--- config.mk ---
export PLATFORM = sky130hd
export DESIGN_NAME = la_sram_bus_master
export DESIGN_NICKNAME = d
export VERILOG_FILES = /design/src/rtl/la_sram_bus_master.sv
export SDC_FILE = /design/constraint.sdc
export NUM_CORES = 1
export LEC_CHECK = 0
export ABC_CLOCK_PERIOD_IN_PS = 3000
export BUFFER_PORTS_ARGS = -buffer_cell sky130_fd_sc_hd__buf_2
export CAP_MARGIN = 20
export CORE_MARGIN = 2
export CORE_UTILIZATION = 30
export CTS_CLUSTER_DIAMETER = 60
export DETAILED_ROUTE_END_ITERATION = 8
export PLACE_DENSITY_LB_ADDON = 0.1
export SKIP_CTS_REPAIR_TIMING = 1
export SLEW_MARGIN = 20
export SYNTH_ARGS = -nofsm -noshare
export SYNTH_HDL_FRONTEND = slang
export SYNTH_SLANG_ARGS = --single-unit
--- constraint.sdc ---
create_clock -name clk -period 3 [get_ports clk]
set_clock_uncertainty 0.15 [all_clocks]
set_input_delay 0.3 -clock clk [delete_from_list [all_inputs] [get_ports clk]]
set_output_delay 0.3 -clock clk [all_outputs]
set_load 0.01 [all_outputs]
--- src/rtl/la_sram_bus_master.sv ---
// rtl/la_sram_bus_master.sv - OpenLA500 inst/data SRAM channels to single-outstanding a/d/we/rd bus
// Data requests win arbitration; partial-word stores become a read-modify-write pair of bus cycles.
module la_sram_bus_master #(
  parameter logic [31:0] RESET_ADDR = 32'h0000_0000
) (
  input  logic        clk,
  input  logic        rst_n,
  input  logic        inst_req,
  input  logic [31:0] inst_addr,
  output logic        inst_addr_ok,
  output logic        inst_data_ok,
  output logic [31:0] inst_rdata,
  input  logic        data_req,
  input  logic        data_wr,
  input  logic [3:0]  data_wstrb,
  input  logic [31:0] data_addr,
  input  logic [31:0] data_wdata,
  output logic        data_addr_ok,
  output logic        data_data_ok,
  output logic [31:0] data_rdata,
  output logic [31:0] a,
  output logic [31:0] d,
  output logic        we,
  output logic        rd,
  input  logic [31:0] spo,
  input  logic        ready
);
  localparam logic [1:0] S_IDLE = 2'd0;
  localparam logic [1:0] S_REQ  = 2'd1;
  localparam logic [1:0] S_WAIT = 2'd2;
  localparam logic [1:0] S_RESP = 2'd3;

  logic [1:0]  r_state;
  logic [31:0] r_a;
  logic [31:0] r_d;
  logic [31:0] r_wdata;
  logic [3:0]  r_wstrb;
  logic [31:0] r_inst_rdata;
  logic [31:0] r_data_rdata;
  logic        r_src_data;
  logic        r_write;
  logic        r_rmw;
  logic        r_empty;

  logic        w_idle;
  logic        w_take_data;
  logic        w_take_inst;
  logic        w_on_bus;
  logic        w_full_store;
  logic        w_part_store;
  logic        w_empty_store;
  logic [31:0] w_merged;
  logic        w_unused;

  assign w_idle        = (r_state == S_IDLE);
  assign w_take_data   = w_idle && data_req;
  assign w_take_inst   = w_idle && inst_req && !data_req;
  assign w_full_store  = data_wr && (data_wstrb == 4'hF);
  assign w_empty_store = data_wr && (data_wstrb == 4'h0);
  assign w_part_store  = data_wr && !w_full_store && !w_empty_store;

  assign data_addr_ok = rst_n && w_take_data;
  assign inst_addr_ok = rst_n && w_take_inst;

  // An empty store spends its REQ cycle without a strobe, so the core sees no bus access.
  assign w_on_bus = (r_state == S_REQ) || (r_state == S_WAIT);
  assign rd       = w_on_bus && !r_write && !r_empty;
  assign we       = w_on_bus && r_write;
  assign a        = r_a;
  assign d        = r_d;

  assign inst_data_ok = (r_state == S_RESP) && !r_src_data;
  assign data_data_ok = (r_state == S_RESP) && r_src_data;
  assign inst_rdata   = r_inst_rdata;
  assign data_rdata   = r_data_rdata;

  assign w_unused = ^{inst_addr[1:0], data_addr[1:0]};

  always_comb begin
    w_merged = spo;
    for (int i = 0; i < 4; i++) begin
      if (r_wstrb[i]) begin
        w_merged[8*i +: 8] = r_wdata[8*i +: 8];
      end
    end
  end

  always_ff @(posedge clk or negedge rst_n) begin
    if (!rst_n) begin
      r_state      <= S_IDLE;
      r_a          <= RESET_ADDR;
      r_d          <= 32'h0;
      r_wdata      <= 32'h0;
      r_wstrb      <= 4'h0;
      r_inst_rdata <= 32'h0;
      r_data_rdata <= 32'h0;
      r_src_data   <= 1'b0;
      r_write      <= 1'b0;
      r_rmw        <= 1'b0;
      r_empty      <= 1'b0;
    end else begin
      case (r_state)
        S_IDLE: begin
          if (w_take_data || w_take_inst) begin
            r_a        <= w_take_data ? {data_addr[31:2], 2'b00} : {inst_addr[31:2], 2'b00};
            r_src_data <= w_take_data;
            r_wdata    <= data_wdata;
            r_wstrb    <= data_wstrb;
            r_write    <= w_take_data && w_full_store;
            r_rmw      <= w_take_data && w_part_store;
            r_empty    <= w_take_data && w_empty_store;
            if (w_take_data && w_full_store) begin
              r_d <= data_wdata;
            end
            r_state <= S_REQ;
          end
        end
        S_REQ: begin
          r_state <= r_empty ? S_RESP : S_WAIT;
        end
        S_WAIT: begin
          if (ready) begin
            if (r_write) begin
              r_state <= S_RESP;
            end else if (r_rmw) begin
              // Read phase done: merged word goes out on the following write phase.
              r_d     <= w_merged;
              r_write <= 1'b1;
              r_state <= S_REQ;
            end else begin
              if (r_src_data) begin
                r_data_rdata <= spo;
              end else begin
                r_inst_rdata <= spo;
              end
              r_state <= S_RESP;
            end
          end
        end
        default: begin
          r_state <= S_IDLE;
        end
      endcase
    end
  end
endmodule

* Word-level counts from Yosys, hierarchy flattened
Index checks and enable logic that the tools add are counted.
** Word-level totals
- Flip-flop bits (word level) :: 170
- Bits in latches :: 0
- RAM bits :: 0
- Bits in read-only memories :: 0
- Input port bits :: 138
- Output and inout port bits :: 134
- Word-level logic and storage cells :: 79
- Memories kept :: 0
** Operators by class
- Add/subtract/negate cells :: 0
- $mul :: 0
- Div/mod/pow operators :: 0
- $lt $le $gt $ge :: 0
- Eq/ne operators :: 9
- Shift operators :: 0
- Muxes and demuxes :: 22
- Bitwise gates (word level) :: 3
- Reduce and logical (&&, ||, !) cells :: 34
** Operator list (count)
- $mux W32 :: 6
- $pmux W32 S2 :: 1
- $mux W8 :: 4
- $logic_and A1 B1 Y1 :: 17
- $reduce_and A5 Y1 :: 2
- $mux W2 :: 4
- $logic_not A1 Y1 :: 6
- $ne A2 B2 Y1 const B :: 3
- $pmux W2 S3 :: 1
- $reduce_and A6 Y1 :: 1
- $mux W1 :: 5
- $eq A2 B2 Y1 const B :: 2
- $eq A4 B4 Y1 const B :: 1
- $logic_not A4 Y1 :: 1
- $ne A2 B1 Y1 const B :: 2
- $reduce_and A2 Y1 :: 2
- $not A1 Y1 :: 3
- $reduce_and A3 Y1 :: 1
- $eq A2 B1 Y1 const B :: 1
- $logic_not A2 Y1 :: 1
- $logic_or A1 B1 Y1 :: 2
- $pmux W1 S2 :: 1
- $reduce_bool A2 Y1 :: 1

* Depth between registers and ports, before layout
- Word-level depth :: 6
- Mapped depth :: 9
- Depth with buffers taken out :: 6

* Worst setup path before layout
Ideal clock, no wire load.
- Kind :: reg-to-reg
- Start :: reg r_state[0]
- End :: reg r_d[22] (netlist: d[22])
- Library setup time :: 0.125 ns
- Data arrival time :: 1.981 ns
- Required time :: 2.725 ns
- Path slack :: 0.744 ns
- Cell stages (with the launch flop) :: 9
- Buffers on the path :: 2
- Clock period less this slack :: 2.256 ns
- Cell sequence :: dfrtp_1 > inv_1 > ha_1 > clkbuf_1 > and3_1 > nor2b_1 > o211ai_1 > buf_2 > mux2_2
** On the way
- Longest elaborated chain between the ends :: 6
- Elaborated cells on any way between the ends :: 15
- Classes of those cells :: 6 x eq/ne; 1 x mux; 8 x reduce/logical
** Ends and longest elaborated chain
- start, declared :: line 33 : logic [1:0] r_state;
- start signal, assigned :: line 119 : r_state <= r_empty ? S_RESP : S_WAIT;
- $logic_not A2 Y1 :: line 55, 102
- $logic_and A1 B1 Y1 (2 in a row) :: line 57 : assign w_take_inst = w_idle && inst_req && !data_req;
- $logic_or A1 B1 Y1 :: line 104 : if (w_take_data || w_take_inst) begin
- $ne A2 B1 Y1 (no source line)
- $reduce_and A6 Y1 (no source line)
- end signal, assigned :: line 113 : r_d <= data_wdata;
- end signal, assigned :: line 127 : r_d <= w_merged;
- end, declared :: line 35 : logic [31:0] r_d;
Several ways; a longest one is shown, not always the timed one.
A chain may end at the register's enable or synchronous reset.

* Worst setup path after layout
- Start :: reg r_state[0]
- End :: reg r_d[27] (netlist: d[27])
Same word-level chain as after synthesis.

==> summary.txt <==
min-delay worst type = input port to register
worst skew pair latency = 0.41 ns
Seq cells post-synth = 168
die footprint = 0.02583 mm²
RePlAce Congestion = 0.7032
Finished Cell Area = 0.01024 mm²
DR WL/cell = 15.95 µm
Layout area overhead = 39.00%
pwr/cell area = 1039 mW/mm²
Crit Path Class = register to register
R2R Path Start = r_state[0]$_DFFE_PN0P_
standby leakage power = 5.074 nW
worst-margin pin slew = 0.9231 ns
drt pass-1 iters = 4
Post-Synth XOR/XNOR Area = 0
relative max-transition margin = 0.3823
Final Critical Period = 2.485 ns
vias per inst = 4.527
r2r endpoint = d[27]$_DFFE_PN0P_
# rows = 57
FF-to-FF path depth = 8
worst hold start = data_wstrb[2]
clk slew on worst S/H paths = 0.07 ns
Placed Instances = 1139
Cell Area, Placed = 0.009101 mm²
EDFF count, synth = 0
post-synthesis mux area share = 0.2890
H-tree depth = 4
Gate power share = 0.410
final worst path period share = 0.8284
switching share of power = 0.3526
HPWL after DPL = 14.22 mm
post-synthesis compound-gate area fraction = 0.05026
largest family of logic cells by synthesized area = multiplexers
Initial Utilization = 0.3039
Peak VDD IR = 0.3235 mV
Top Ports = 272
fraction of registers with async set/reset = 1.000
Post-Syn Instances = 573
GRT overflow = 0
initial antenna violation count = 1
Cell Count, Final, Fillers Out = 1228
status = finished, violations left
total chip power = 10.64 mW
final setup vio count = 0
P_int = 6.891 mW
Synth Warn # = 0
post-synthesis average cell area = 12.86 µm²
layout cells sized above 1 = 0.4950
DR vias = 5559
Slew Viols, Final = 0
maximum number of pins on one net before global-route repair = 68
Worst EP required = 3.15 ns
Post-synth top flop = dfrtp_1
WP data arrival = 2.64 ns
first-pass GRT wire length = 31.35 mm
Flop pwr share = 0.384
synthesized-area fraction occupied by adder cells = 0.006792
CP Launch Type = register
Clock Power Share = 0.206
Max clock buf depth = 2
cell area after synthesis = 0.007368 mm²
core outline area = 0.02425 mm²
Residual DRC = 0
switching power total = 3.753 mW
Worst Setup SP = r_state[0]$_DFFE_PN0P_
reg2reg setup slack = 0.51 ns
setup TNS = 0 ns
All-Layer GR Usage = 0.1538
worst hold stages = 2
Final ANT Viol Nets = 0
Setup crit end kind = register
Die Y = 160.7 µm
routed wire length = 19.59 mm
Min-Delay Endpoint = r_wstrb[2]$_DFFE_PN0P_
Max Cap Viol = 0
Initial DRC Count = 139
clk root buf = clkbuf_16
Yosys cell types = 32
pre-CTS setup slack = 0.4997 ns
Final Hold Vio Count = 1
violated checks = hold timing
CTS Buf Count = 17
RSZ-0062 raised after global routing = no
Die X = 160.7 µm
most frequent cells in the layout = buf_2 (264), dfrtp_1 (168), mux2_2 (129), mux2i_1 (62), dlygate4sd3_1 (56)
vias in the first global route = 5823
f_max = 402.4 MHz
PortBufs = 265
nets@finish = 1032
setup ws final = 0.5149 ns
fillers = 2360
most common cell after layout, fill and taps aside = buf_2
simple-gate area share of the yosys netlist = 0.05366
Layout Utilization = 0.4224
worst hold slack = -0.0001346 ns
crit-path max FO = 28
CTS tree = done
Sink Count = 168
register area share after synthesis = 0.5706
==> power by group through the flow <==
stage	Clock (mW)	Sequential, mW	Combinational (mW)
4_1_cts	2.27	4.11	4.41
5_1_grt	2.38	4.26	4.82
3_5_place_dp	0	4.14	4.41
2_1_floorplan	0	4.35	2.44
3_3_place_gp	0	4.09	4.30
6_report	2.19	4.09	4.37
==> sequential cells by signal, summed over array words and instances (netlist names), 2 cells and up <==
signal and count:
r_wdata 32, data_rdata 32, r_wstrb 4, a 30
inst_rdata 32, r_state 2, d 32
==> cell usage after synthesis, types with 3 or more instances <==
cell type  instances  area share
buf_2              4      0.0027
inv_1              4      0.0020
mux2_2           129        0.20
buf_4              6      0.0061
dfrtp_1          168        0.57
o21ai_0           33       0.022
nor3b_1            3      0.0031
nor2_1            36       0.018
a21oi_1           35       0.024
nor2b_1            4      0.0034
buf_6              4      0.0061
mux2_4             3      0.0061
buf_1              3      0.0015
clkbuf_1          21       0.011
nand2_1           37       0.019
ha_1               4      0.0068
mux2i_1           62       0.084
==> cells by family (layout without fill, tap and decap cells) <==
| group | Yosys count | count (layout) |
|---|---|---|
| mux | 195 | 195 |
| flops | 168 | 168 |
| compound gates | 72 | 72 |
| other cells | 1 | 3 |
| buf+inv | 42 | 371 |
| simple gates | 91 | 91 |
| fa+ha+maj | 4 | 4 |
==> layout make-up <==
type,instances,area (µm²),share of cell area
antenna,1,2.502,0.0002443
clock buffer,19,432.9,0.04227
clock inverter,13,145.1,0.01417
inverter,4,15.01,0.001466
multi-input combinational,364,2977,0.2906
sequential,168,4204,0.4105
tap,324,405.4,0.03958
timing repair buffer,335,2061,0.2012
==> critical path, cell delays in order (launching register included) <==
cell,delay [ns]
dfrtp_1,0.39
inv_1,0.11
ha_2,0.20
buf_4,0.22
nor2b_1,0.16
a21oi_1,0.34
o211ai_1,0.23
buf_4,0.26
mux2_1,0.32
==> metal layers <==
metal,global-route usage,routed length [µm],up-vias
li1,-,-,2652
met1,0.1899,8702,2727
met2,0.2647,9508,168
met3,0.04623,1205,12
met4,0.03734,170,0
met5,0,0,-
==> how the worst max path moves through the flow <==
stage               slack [ns]           endpoint  depth (start not counted)
floorplan                 0.74  d[22]$_DFFE_PN0P_                          8
global placement          0.55  d[27]$_DFFE_PN0P_                          8
detailed placement        0.50  d[27]$_DFFE_PN0P_                          8
CTS                       0.50  d[27]$_DFFE_PN0P_                          8
global route              0.35  d[27]$_DFFE_PN0P_                          8
finish                    0.51  d[27]$_DFFE_PN0P_                          8
Power figures use the tool's default switching activity.
